File: config.mk
export PLATFORM = sky130hd
export DESIGN_NAME = mips_pc_sequencer
export DESIGN_NICKNAME = d
export VERILOG_FILES = /design/src/rtl/mips_pc_sequencer.sv
export SDC_FILE = /design/constraint.sdc
export NUM_CORES = 1
export LEC_CHECK = 0
export ABC_AREA = 1
export BUFFER_PORTS_ARGS = -buffer_cell sky130_fd_sc_hd__buf_2
export CAP_MARGIN = 20
export CORE_ASPECT_RATIO = 0.75
export CORE_MARGIN = 3
export CORE_UTILIZATION = 45
export CTS_CLUSTER_DIAMETER = 50
export CTS_CLUSTER_SIZE = 16
export DETAILED_ROUTE_END_ITERATION = 8
export GPL_TIMING_DRIVEN = 0
export PLACE_DENSITY = 0.67
export SETUP_SLACK_MARGIN = 0.5
export SYNTH_ARGS = -nofsm -noshare
export SYNTH_HDL_FRONTEND = slang
export SYNTH_SLANG_ARGS = --single-unit
File: constraint.sdc
create_clock -name clk -period 8.8 [get_ports clk]
set_clock_uncertainty 0.1 [all_clocks]
set_input_delay 0.88 -clock clk [delete_from_list [all_inputs] [get_ports clk]]
set_output_delay 0.88 -clock clk [all_outputs]
set_load 0.05 [all_outputs]
File: src/rtl/mips_pc_sequencer.sv
`default_nettype none
// ============================================================================
// Module   : mips_pc_sequencer
// Purpose  : Registered MIPS-I PC unit with branch delay slot, link and halt.
//            Optional PC_BRANCH_STATS_EN adds retired/taken counters.
// Revision : 1.0 - initial release
// ============================================================================
module mips_pc_sequencer #(
  parameter logic [31:0] RESET_VECTOR = 32'hBFC00000,
  parameter logic [31:0] HALT_ADDR    = 32'h00000000,
  parameter int          DELAY_SLOT   = 1
) (
  input  logic        clk,
  input  logic        reset,
  input  logic        instr_valid,
  input  logic        stall,
  input  logic [31:0] instr,
  input  logic [31:0] rs_val,
  input  logic [31:0] rt_val,
  output logic [31:0] pc,
  output logic        link_we,
  output logic [4:0]  link_reg,
  output logic [31:0] link_data,
  output logic        halted,
`ifdef PC_BRANCH_STATS_EN
  output logic [31:0] retired_cnt,
  output logic [31:0] taken_cnt,
`endif
  output logic        fault
);

  localparam logic [1:0] c_ST_RUN    = 2'd0;
  localparam logic [1:0] c_ST_DELAY  = 2'd1;
  localparam logic [1:0] c_ST_HALTED = 2'd2;
  localparam bit         c_DS        = (DELAY_SLOT != 0);

  logic [1:0]  r_state;
  logic [31:0] r_pc;
  logic [31:0] r_target;
  logic        r_link_we;
  logic [4:0]  r_link_reg;
  logic [31:0] r_link_data;
  logic        r_halted;
  logic        r_fault;

  logic [5:0]  w_op;
  logic [31:0] w_pc4;
  logic [31:0] w_pc8;
  logic [31:0] w_br_tgt;
  logic [31:0] w_j_tgt;
  logic        w_rs_zero;
  logic        w_rs_neg;
  logic        w_taken;
  logic        w_link;
  logic [4:0]  w_link_reg;
  logic [31:0] w_target;
  logic        w_accept;
  logic        w_redirect;
  logic [31:0] w_redir_tgt;

  assign w_op      = instr[31:26];
  assign w_pc4     = r_pc + 32'd4;
  assign w_pc8     = r_pc + 32'd8;
  assign w_br_tgt  = w_pc4 + {{14{instr[15]}}, instr[15:0], 2'b00};
  assign w_j_tgt   = {w_pc4[31:28], instr[25:0], 2'b00};
  assign w_rs_zero = (rs_val == 32'd0);
  assign w_rs_neg  = rs_val[31];

  always_comb begin
    w_taken    = 1'b0;
    w_link     = 1'b0;
    w_link_reg = 5'd31;
    w_target   = w_br_tgt;
    case (w_op)
      6'b000100: w_taken = (rs_val == rt_val);
      6'b000101: w_taken = (rs_val != rt_val);
      6'b000110: w_taken = w_rs_neg | w_rs_zero;
      6'b000111: w_taken = ~w_rs_neg & ~w_rs_zero;
      6'b000001: begin
        case (instr[20:16])
          5'b00000: w_taken = w_rs_neg;
          5'b00001: w_taken = ~w_rs_neg;
          5'b10000: begin w_taken = w_rs_neg;  w_link = 1'b1; end
          5'b10001: begin w_taken = ~w_rs_neg; w_link = 1'b1; end
          default: ;
        endcase
      end
      6'b000010: begin w_taken = 1'b1; w_target = w_j_tgt; end
      6'b000011: begin w_taken = 1'b1; w_target = w_j_tgt; w_link = 1'b1; end
      6'b000000: begin
        if (instr[5:0] == 6'b001000) begin
          w_taken  = 1'b1;
          w_target = rs_val;
        end else if (instr[5:0] == 6'b001001) begin
          w_taken    = 1'b1;
          w_target   = rs_val;
          w_link     = 1'b1;
          w_link_reg = instr[15:11];
        end
      end
      default: ;
    endcase
  end

  assign w_accept    = instr_valid & ~stall & (r_state != c_ST_HALTED);
  // The pc takes a target either when the delay slot retires or, without a
  // delay slot, directly on the taken transfer.
  assign w_redirect  = (r_state == c_ST_DELAY) | ((r_state == c_ST_RUN) & w_taken & ~c_DS);
  assign w_redir_tgt = (r_state == c_ST_DELAY) ? r_target : w_target;

  always_ff @(posedge clk) begin
    if (reset) begin
      r_state     <= c_ST_RUN;
      r_pc        <= RESET_VECTOR;
      r_target    <= 32'd0;
      r_link_we   <= 1'b0;
      r_link_reg  <= 5'd0;
      r_link_data <= 32'd0;
      r_halted    <= 1'b0;
      r_fault     <= 1'b0;
    end else begin
      r_link_we <= 1'b0;
      if (w_accept) begin
        if ((r_state == c_ST_RUN) && w_link) begin
          r_link_we   <= 1'b1;
          r_link_reg  <= w_link_reg;
          r_link_data <= w_pc8;
        end
        if (w_redirect) begin
          if (w_redir_tgt[1:0] != 2'b00) begin
            r_fault  <= 1'b1;
            r_halted <= 1'b1;
            r_state  <= c_ST_HALTED;
          end else if (w_redir_tgt == HALT_ADDR) begin
            r_pc     <= HALT_ADDR;
            r_halted <= 1'b1;
            r_state  <= c_ST_HALTED;
          end else begin
            r_pc    <= w_redir_tgt;
            r_state <= c_ST_RUN;
          end
        end else if (w_taken && c_DS) begin
          r_pc     <= w_pc4;
          r_target <= w_target;
          r_state  <= c_ST_DELAY;
        end else begin
          r_pc <= w_pc4;
        end
      end
    end
  end

`ifdef PC_BRANCH_STATS_EN
  logic [31:0] r_retired_cnt;
  logic [31:0] r_taken_cnt;

  always_ff @(posedge clk) begin
    if (reset) begin
      r_retired_cnt <= 32'd0;
      r_taken_cnt   <= 32'd0;
    end else if (w_accept) begin
      r_retired_cnt <= r_retired_cnt + 32'd1;
      if ((r_state == c_ST_RUN) && w_taken)
        r_taken_cnt <= r_taken_cnt + 32'd1;
    end
  end

  assign retired_cnt = r_retired_cnt;
  assign taken_cnt   = r_taken_cnt;
`endif

  assign pc        = r_pc;
  assign link_we   = r_link_we;
  assign link_reg  = r_link_reg;
  assign link_data = r_link_data;
  assign halted    = r_halted;
  assign fault     = r_fault;

endmodule
`default_nettype wire

==> results by group, run 1 <==
Synth
  – Synth Flop Type: dfxtp_1
  – Synth Register Bits: 106
  – Post-synth ARST share: 0%
  – Synthesized Nets: 1621
  – Distinct cell type count after synthesis: 53
  – Post-Syn Instances: 1483
  – Post-Syn Area: 0.00899 mm2
  – EDFF count, synth: 0
  – Syn avg cell area: 6.06 um2
  – Post-synthesis sequential area ratio: 23.6%
  – Yosys warns: 0

Worst setup path
  – Worst setup path class: reg2reg
  – CP Buf/Inv Count: 1
  – CP required: 8980 ps
  – Ordered list of cells on the worst path: nand2_1 > nor3_1 > nand2_1 > xor2_1 > inv_1 > ha_1 > nand2_1 > nor2_1 > nand2_1 > nor2_1 > nand2_1 > nand4_1 > nand3_1 > nand2_1 > nand3_1 > a21oi_1
  – Worst Path Arrival: 4140 ps
  – Worst path most repeated cell: nand2_1
  – Worst path slowest cell: nor3_1
  – Critical path endpoint category: flip-flop
  – CP startpoint kind: flip-flop
  – Family with the most delay on the worst path: simple AND/OR/NAND/NOR gates
  – Critical path's largest stage delay: 690 ps
  – Critical path fanouts, max: 9

Placement
  – Buffers on Ports: 171
  – Placement Cell Area: 0.0102 mm2
  – Post-DP HPWL: 28500 um
  – GPL Wtd Cong: 0.977

Floorplanning
  – Placement row count: 44
  – Die Ht: 128 um
  – CORE AREA: 0.0195 mm2
  – Initial Util: 46.1%
  – I/O pins: 172
  – Die area: 0.0217 mm2
  – Die extent in x: 169 um

Clock tree
  – # Post-CTS Setup Buffers: 0
  – Clock Tree Buf Depth: 2
  – TritonCTS clock tree: yes
  – Hold_buf cts: 0
  – Root Buffer: clkbuf_16
  – PostCTS Resize Cnt: 0
  – Clk sink count: 106
  – Num CTS Buffers: 9
  – H-tree Lvls: 3
  – Reg clk slew, reported paths: 80 ps
  – Clk Latency, worst-skew pair: 360 ps

STA
  – Tcrit/Tclk final: 45.0%
  – TNS Setup: 0 ps
  – Final Hold Vio Count: 0
  – Final min period: 3960 ps
  – Worst slew pin tran: 851 ps
  – Slew headroom: 42.8%
  – Final Max Tran Viols: 0
  – Fmax achieved: 252 MHz
  – Setup-failing EPs final: 0
  – RSZ-0062 raised after global routing: false

Global route
  – GR peak layer: met1
  – First-pass GRT wire length: 51500 um
  – Grt met1 use: 47.2%
  – Total GRT Usage: 30.5%
  – Vias in the first global route: 9239
  – Initial antenna violation count: 0
  – Overflow after GRT: 0
  – Largest net degree at the start of global routing: 22
  – Met3 Usage GRT: 7.09%
  – Met2 usage: 43.2%

Detailed routing
  – Post-route DRC: 0
  – Drt pass-1 iters: 5
  – Via count: 10.2k
  – Avg WL per Cell: 17.6 um
  – Post-route antenna net violation count: 0
  – DRT iter0 DRCs: 1197
  – Via-to-Cell Ratio: 5.29
  – Drt total wl: 33800 um

Hold path
  – HP Class: reg2reg

Final layout
  – Most frequent cells in the layout: nand2_1 (452), inv_1 (189), buf_2 (186)
  – Design area: 0.0104 mm2
  – Commonest non-fill, non-tap cell in the layout: nand2_1
  – Area Growth Syn to Fin: 16.1%
  – Fraction of final layout cells with drive strength greater than 1: 16.3%
  – Antenna cells: 0
  – Nets: 1803

Power
  – Switch Pwr: 0.482 mW
  – Pleak: 5.34 nW
  – Internal: 0.819 mW
  – Sequential Power Share: 39.4%
  – Peak VDD IR: 86.6 uV
  – Sw frac: 37.1%
  – Clock power share: 29.8%
  – Logic gate share of total power: 30.9%
  – Power density cells: 125 mW/mm2

Job
  – Max-Cap Viols: 0

Outcome
  – Status: completed
synth_stat cells, drive strengths merged (16+ instances only):
cell type | count | share of area, %
xnor2 | 37 | 3.6
nor2 | 181 | 8.3
nand2 | 465 | 20
o21ai | 72 | 4.0
xor2 | 37 | 3.8
nand3 | 96 | 5.4
dfxtp | 106 | 24
a21oi | 89 | 5.0
clkbuf | 23 | 1.4
buf | 28 | 1.9
o211ai | 16 | 1.3
ha | 37 | 5.1
inv | 201 | 8.4
nor3 | 22 | 1.8
layer usage:
metal  wire [um]  vias to the layer above
li1            -                     5087
met1       16700                     4623
met2       13300                      432
met3        3340                       37
met4         459                        0
met5           0                        -
power by group through the flow:
stage / Combinational [mW] / Sequential, mW / Clock, mW
finish: 0.402 / 0.513 / 0.388
global route: 0.445 / 0.514 / 0.408
global placement: 0.392 / 0.523 / 0
detailed placement: 0.394 / 0.523 / 0
floorplan: 0.235 / 0.550 / 0
CTS: 0.396 / 0.512 / 0.394
layout make-up:
class | instances | area [um2]
multi-input cells | 1122 | 5810
well taps | 253 | 317
inverters | 204 | 766
clock buffers | 10 | 229
repair buffers | 171 | 856
flip-flops and latches | 106 | 2120
plain buffers | 51 | 300
clock inverters | 6 | 48.8
fillers | 2122 | 9040
path summary, 6_finish.rpt:
kind	from	endpoint	slack, ps	cells past startpoint
setup reg to reg	pc[2]	r_target[26]	4840	16
setup / recovery	pc[2]	r_target[26]	4840	16
hold / removal	fault	fault	360	2
hold reg to reg	fault	fault	360	2
worst min-delay path, stage by stage, from the launching register on:
cell	delay, ps
dfxtp_1	310
inv_1	50
a21oi_1	60
metrics by stage:
step / hold slack (ps) / worst slack [ps] / utilization [%] / power, mW / std cells
2_1_floorplan: 339 / 5450 / - / 0.785 / 1483
3_3_place_gp: 348 / 5070 / 52.2 / 0.915 / 1907
3_5_place_dp: 341 / 5040 / 52.2 / 0.917 / 1907
4_1_cts: 360 / 5010 / 53.6 / 1.30 / 1923
5_1_grt: 383 / 4600 / 53.6 / 1.37 / 1923
6_report: 364 / 4840 / 53.6 / 1.30 / 1923
logic make-up (layout without fill, tap and decap cells):
family / count (synthesis) / in the layout / share of synthesized area (%)
AO/OA/AOI/OAI: 218 / 218 / 14.2
XOR/XNOR: 74 / 74 / 7.37
adder cells (fa/ha/maj): 38 / 38 / 5.37
buffers and inverters: 255 / 442 / 11.9
flip-flops: 106 / 106 / 23.6
multiplexers: 1 / 1 / 0.111
AND/OR/NAND/NOR: 791 / 791 / 37.5
Power figures use the tool's default switching activity.
==> run 2: changes to the inputs <==
- ABC_AREA: 1 -> 0
- PLACE_DENSITY: 0.67 -> 0.68
- clock period: 8.8 -> 3.95 ns (I/O delays scaled with it)
==> run 2 against run 1 <==
Net effect:
- clock-buffer cell count fell by 1
- the run now ends with negative setup slack left
- register-to-register slack got worse by 4900 ps
- largest power group unchanged
- die area fell by 11%
- routed wire length fell by 2.7%
- fmax fell by 1.8%
- power rose by 110%
- sequential cell count did not move
- critical path depth rose by 1
==> results by group, run 2 <==
Outcome
  – Status: finished, violations left
  – Failing checks: negative setup slack

Floorplanning
  – Die extent in x: 160 um (-5.6%)
  – Die Ht: 121 um (-5.5%)
  – CORE AREA: 0.0171 mm2 (-12%)
  – I/O pins: 172 (unchanged)
  – Initial Util: 46.8% (+0.60 points)
  – Placement row count: 41 (-6.8%)
  – Die area: 0.0194 mm2 (-11%)

Hold path
  – HP Class: in2reg
  – Hold Path Cell Cnt: 3 (+1)

Detailed routing
  – Top metal layer carrying routed signals: met4
  – Post-route antenna net violation count: 0 (unchanged)
  – Post-route DRC: 0 (unchanged)
  – Met2 wire len: 14600 um (+9.3%)
  – Via-to-Cell Ratio: 6.03 (+14%)
  – M1 WL: 14300 um (-14%)
  – Via count: 9389 (-7.8%)
  – Met3 wire length: 3420 um (+2.7%)
  – DRT iter0 DRCs: 1060 (-11%)
  – Avg WL per Cell: 21.1 um (+20%)
  – Drt pass-1 iters: 6 (+1)
  – Drt total wl: 32900 um (-2.7%)

Clock tree
  – TritonCTS clock tree: yes
  – Clk Latency, worst-skew pair: 360 ps (about the same)
  – H-tree Lvls: 3 (unchanged)
  – Root Buffer: clkbuf_16
  – Clock Tree Buf Depth: 2 (unchanged)
  – Num CTS Buffers: 9 (unchanged)
  – Reg clk slew, reported paths: 80 ps (about the same)
  – Clk sink count: 106 (unchanged)
  – Hold_buf cts: 0 (unchanged)

Synth
  – Top post-synthesis cells by count: nor2_1 (160), dfxtp_1 (106), nand2_1 (95)
  – Syn avg cell area: 7.61 um2 (+26%)
  – Most common cell in the netlist: nor2_1
  – Post-synth ARST share: 0% (unchanged)
  – Post-Syn Instances: 1049 (-29%)
  – Synthesized Nets: 1187 (-27%)
  – Biggest area consumer among synthesized cells: dfxtp_1
  – Post-Syn Area: 0.00799 mm2 (-11%)
  – EDFF count, synth: 0 (unchanged)
  – Synth Register Bits: 106 (unchanged)
  – Distinct cell type count after synthesis: 68 (+28%)
  – Synth Flop Type: dfxtp_1
  – Ranking of synthesized cells by area: dfxtp_1 (27%), xnor2_1 (8.3%), nor2_1 (7.5%), a211oi_1 (5.9%), ha_1 (5.8%)
  – Yosys warns: 0 (unchanged)
  – Post-synthesis sequential area ratio: 26.6% (+3.0 points)
  – Top cell type's share of synthesized area: 26.6% (+3.0 points)

Global route
  – Initial antenna violation count: 1 (+1)
  – Largest net degree at the start of global routing: 22 (unchanged)
  – Vias in the first global route: 8672 (-6.1%)
  – Overflow after GRT: 0 (unchanged)
  – Total GRT Usage: 32.4% (+1.9 points)
  – First-pass GRT wire length: 49200 um (-4.4%)

Worst setup path
  – Critical path's largest stage delay: 420 ps (-270 ps)
  – CP required: 4060 ps (-4920 ps)
  – Ordered list of cells on the worst path: ha_4 > nand3_4 > or4_4 > buf_8 > or2_4 > nor2_4 > xor2_1 > ha_1 > clkbuf_8 > a21oi_4 > o21ai_4 > a311oi_4 > a21boi_2 > a21boi_2 > xnor2_1 > a221oi_2 > a211oi_1
  – R2r setup slk: -80 ps (-4920 ps)
  – Worst setup path class: reg2reg
  – R2R cell count: 17 (+1)
  – Critical path fanouts, max: 4 (-5)
  – Worst path slowest cell: or4_4
  – Worst path most repeated cell: a21boi_2
  – Worst Path Arrival: 4140 ps (about the same)
  – CP startpoint kind: flip-flop
  – Critical path endpoint category: flip-flop

Power
  – Pwr Total: 2.71 mW (+110%)
  – Power density cells: 241 mW/mm2 (+93%)
  – Pleak: 4.58 nW (-14%)
  – Peak VDD IR: 211 uV (+140%)

STA
  – Final Max Tran Viols: 0 (unchanged)
  – Setup-failing EPs final: 3 (+3)
  – Final worst slack: -82.3 ps (-4920 ps)
  – Final min period: 4030 ps (+71.3 ps)
  – Fmax achieved: 248 MHz (-1.8%)
  – Slew headroom: 26.0% (-17 points)
  – Worst slew pin tran: 1110 ps (+260 ps)
  – Tcrit/Tclk final: 102% (+57 points)
  – Final Hold Vio Count: 0 (unchanged)
  – RSZ-0062 raised after global routing: true
  – TNS Setup: -139 ps (-139 ps)

Placement
  – Buffers on Ports: 168 (-1.8%)
  – Post-DP HPWL: 24600 um (-14%)
  – Placed insts: 1453 (-24%)
  – GPL Wtd Cong: 0.993 (+1.7%)

Final layout
  – Fraction of final layout cells with drive strength greater than 1: 36.3% (+20 points)
  – Non-filler cells, final: 1556 (-19%)
  – Area Growth Syn to Fin: 40.6%
  – Nets: 1453 (-19%)
  – Antenna cells: 0 (unchanged)
  – Most frequent cells in the layout: buf_2 (173), nor2_1 (153), buf_4 (91)
  – Commonest non-fill, non-tap cell in the layout: buf_2

Job
  – Max-Cap Viols: 0 (unchanged)
run 2: cell types whose count changed in the layout (fill, tap and decap cells not counted), sizes merged, moves of 39 or more:
| cell | before | now |
|---|---|---|
| nand2 | 465 | 95 |
| inv | 204 | 15 |
| buf | 199 | 279 |
| nand3 | 96 | 20 |
| a211oi | 9 | 65 |
| xnor2 | 37 | 76 |
run 2: layout make-up:
cell class | instances | area (um2)
buffer | 76 | 445
clock buffer | 9 | 225
clock inverter | 7 | 86.3
fill | 1516 | 5860
inverter | 12 | 45.0
multi-input combinational | 855 | 6430
sequential | 106 | 2180
tap | 236 | 295
timing repair buffer | 255 | 1520
run 2: cells by family (layout without fill, tap and decap cells):
kind of cell             after synthesis  count (layout)  share of synthesized area, %
flip-flops                           106             106                          26.6
multiplexers                          16              16                          2.01
buffers and inverters                 88             359                          4.78
AND/OR/NAND/NOR                      419             419                          24.9
AO/OA/AOI/OAI                        274             274                          23.9
adder cells (fa/ha/maj)               38              38                          6.05
XOR/XNOR                             108             108                          11.8
run 2: repair_timing:
action	in CTS	in global routing
resized for setup	106	83
hold endpoints to repair	0	0
buffers inserted	57	30
setup endpoints to repair	19	25
pin swaps	72	70
run 2: per-stage QoR:
stage	setup slack [ps]	utilization, %	area, um2	hold WS, ps
2_1_floorplan	207	-	8250	354
3_3_place_gp	-587	54.9	9380	359
3_5_place_dp	-576	54.9	9380	357
4_1_cts	-61.1	62.2	10600	248
5_1_grt	-151	65.7	11200	264
6_report	-82.3	65.7	11200	264
run 2: path summary, 6_finish.rpt:
| path | startpoint | endpoint |
|---|---|---|
| worst max-delay path | pc[3] | r_target[27] |
| worst min-delay path | instr[11] | link_reg[0] |
| worst max register to register | pc[3] | r_target[27] |
| worst min register to register | fault | fault |
run 2: routing by layer:
layer  track usage (%)  vias to the layer above
li1                  -                     4368
met1              45.8                     4530
met2              49.7                      432
met3              8.39                       59
met4              7.15                        0
met5                 0                        -
run 2: power by group:
group | internal (mW) | switching [mW]
Sequential | 1.07 | 0.0192
Combinational | 0.268 | 0.382
Clock | 0.506 | 0.457
run 2: worst max-delay path, delay by kind of cell, from the launching register on:
family	cells	cell delay, ps
AOI/OAI and AO/OA	7	1430
and+or+nand+nor	4	930
adders and majority gates	2	410
DFF	1	410
buffers and inverters	2	300
xor gates and xnor gates	2	270
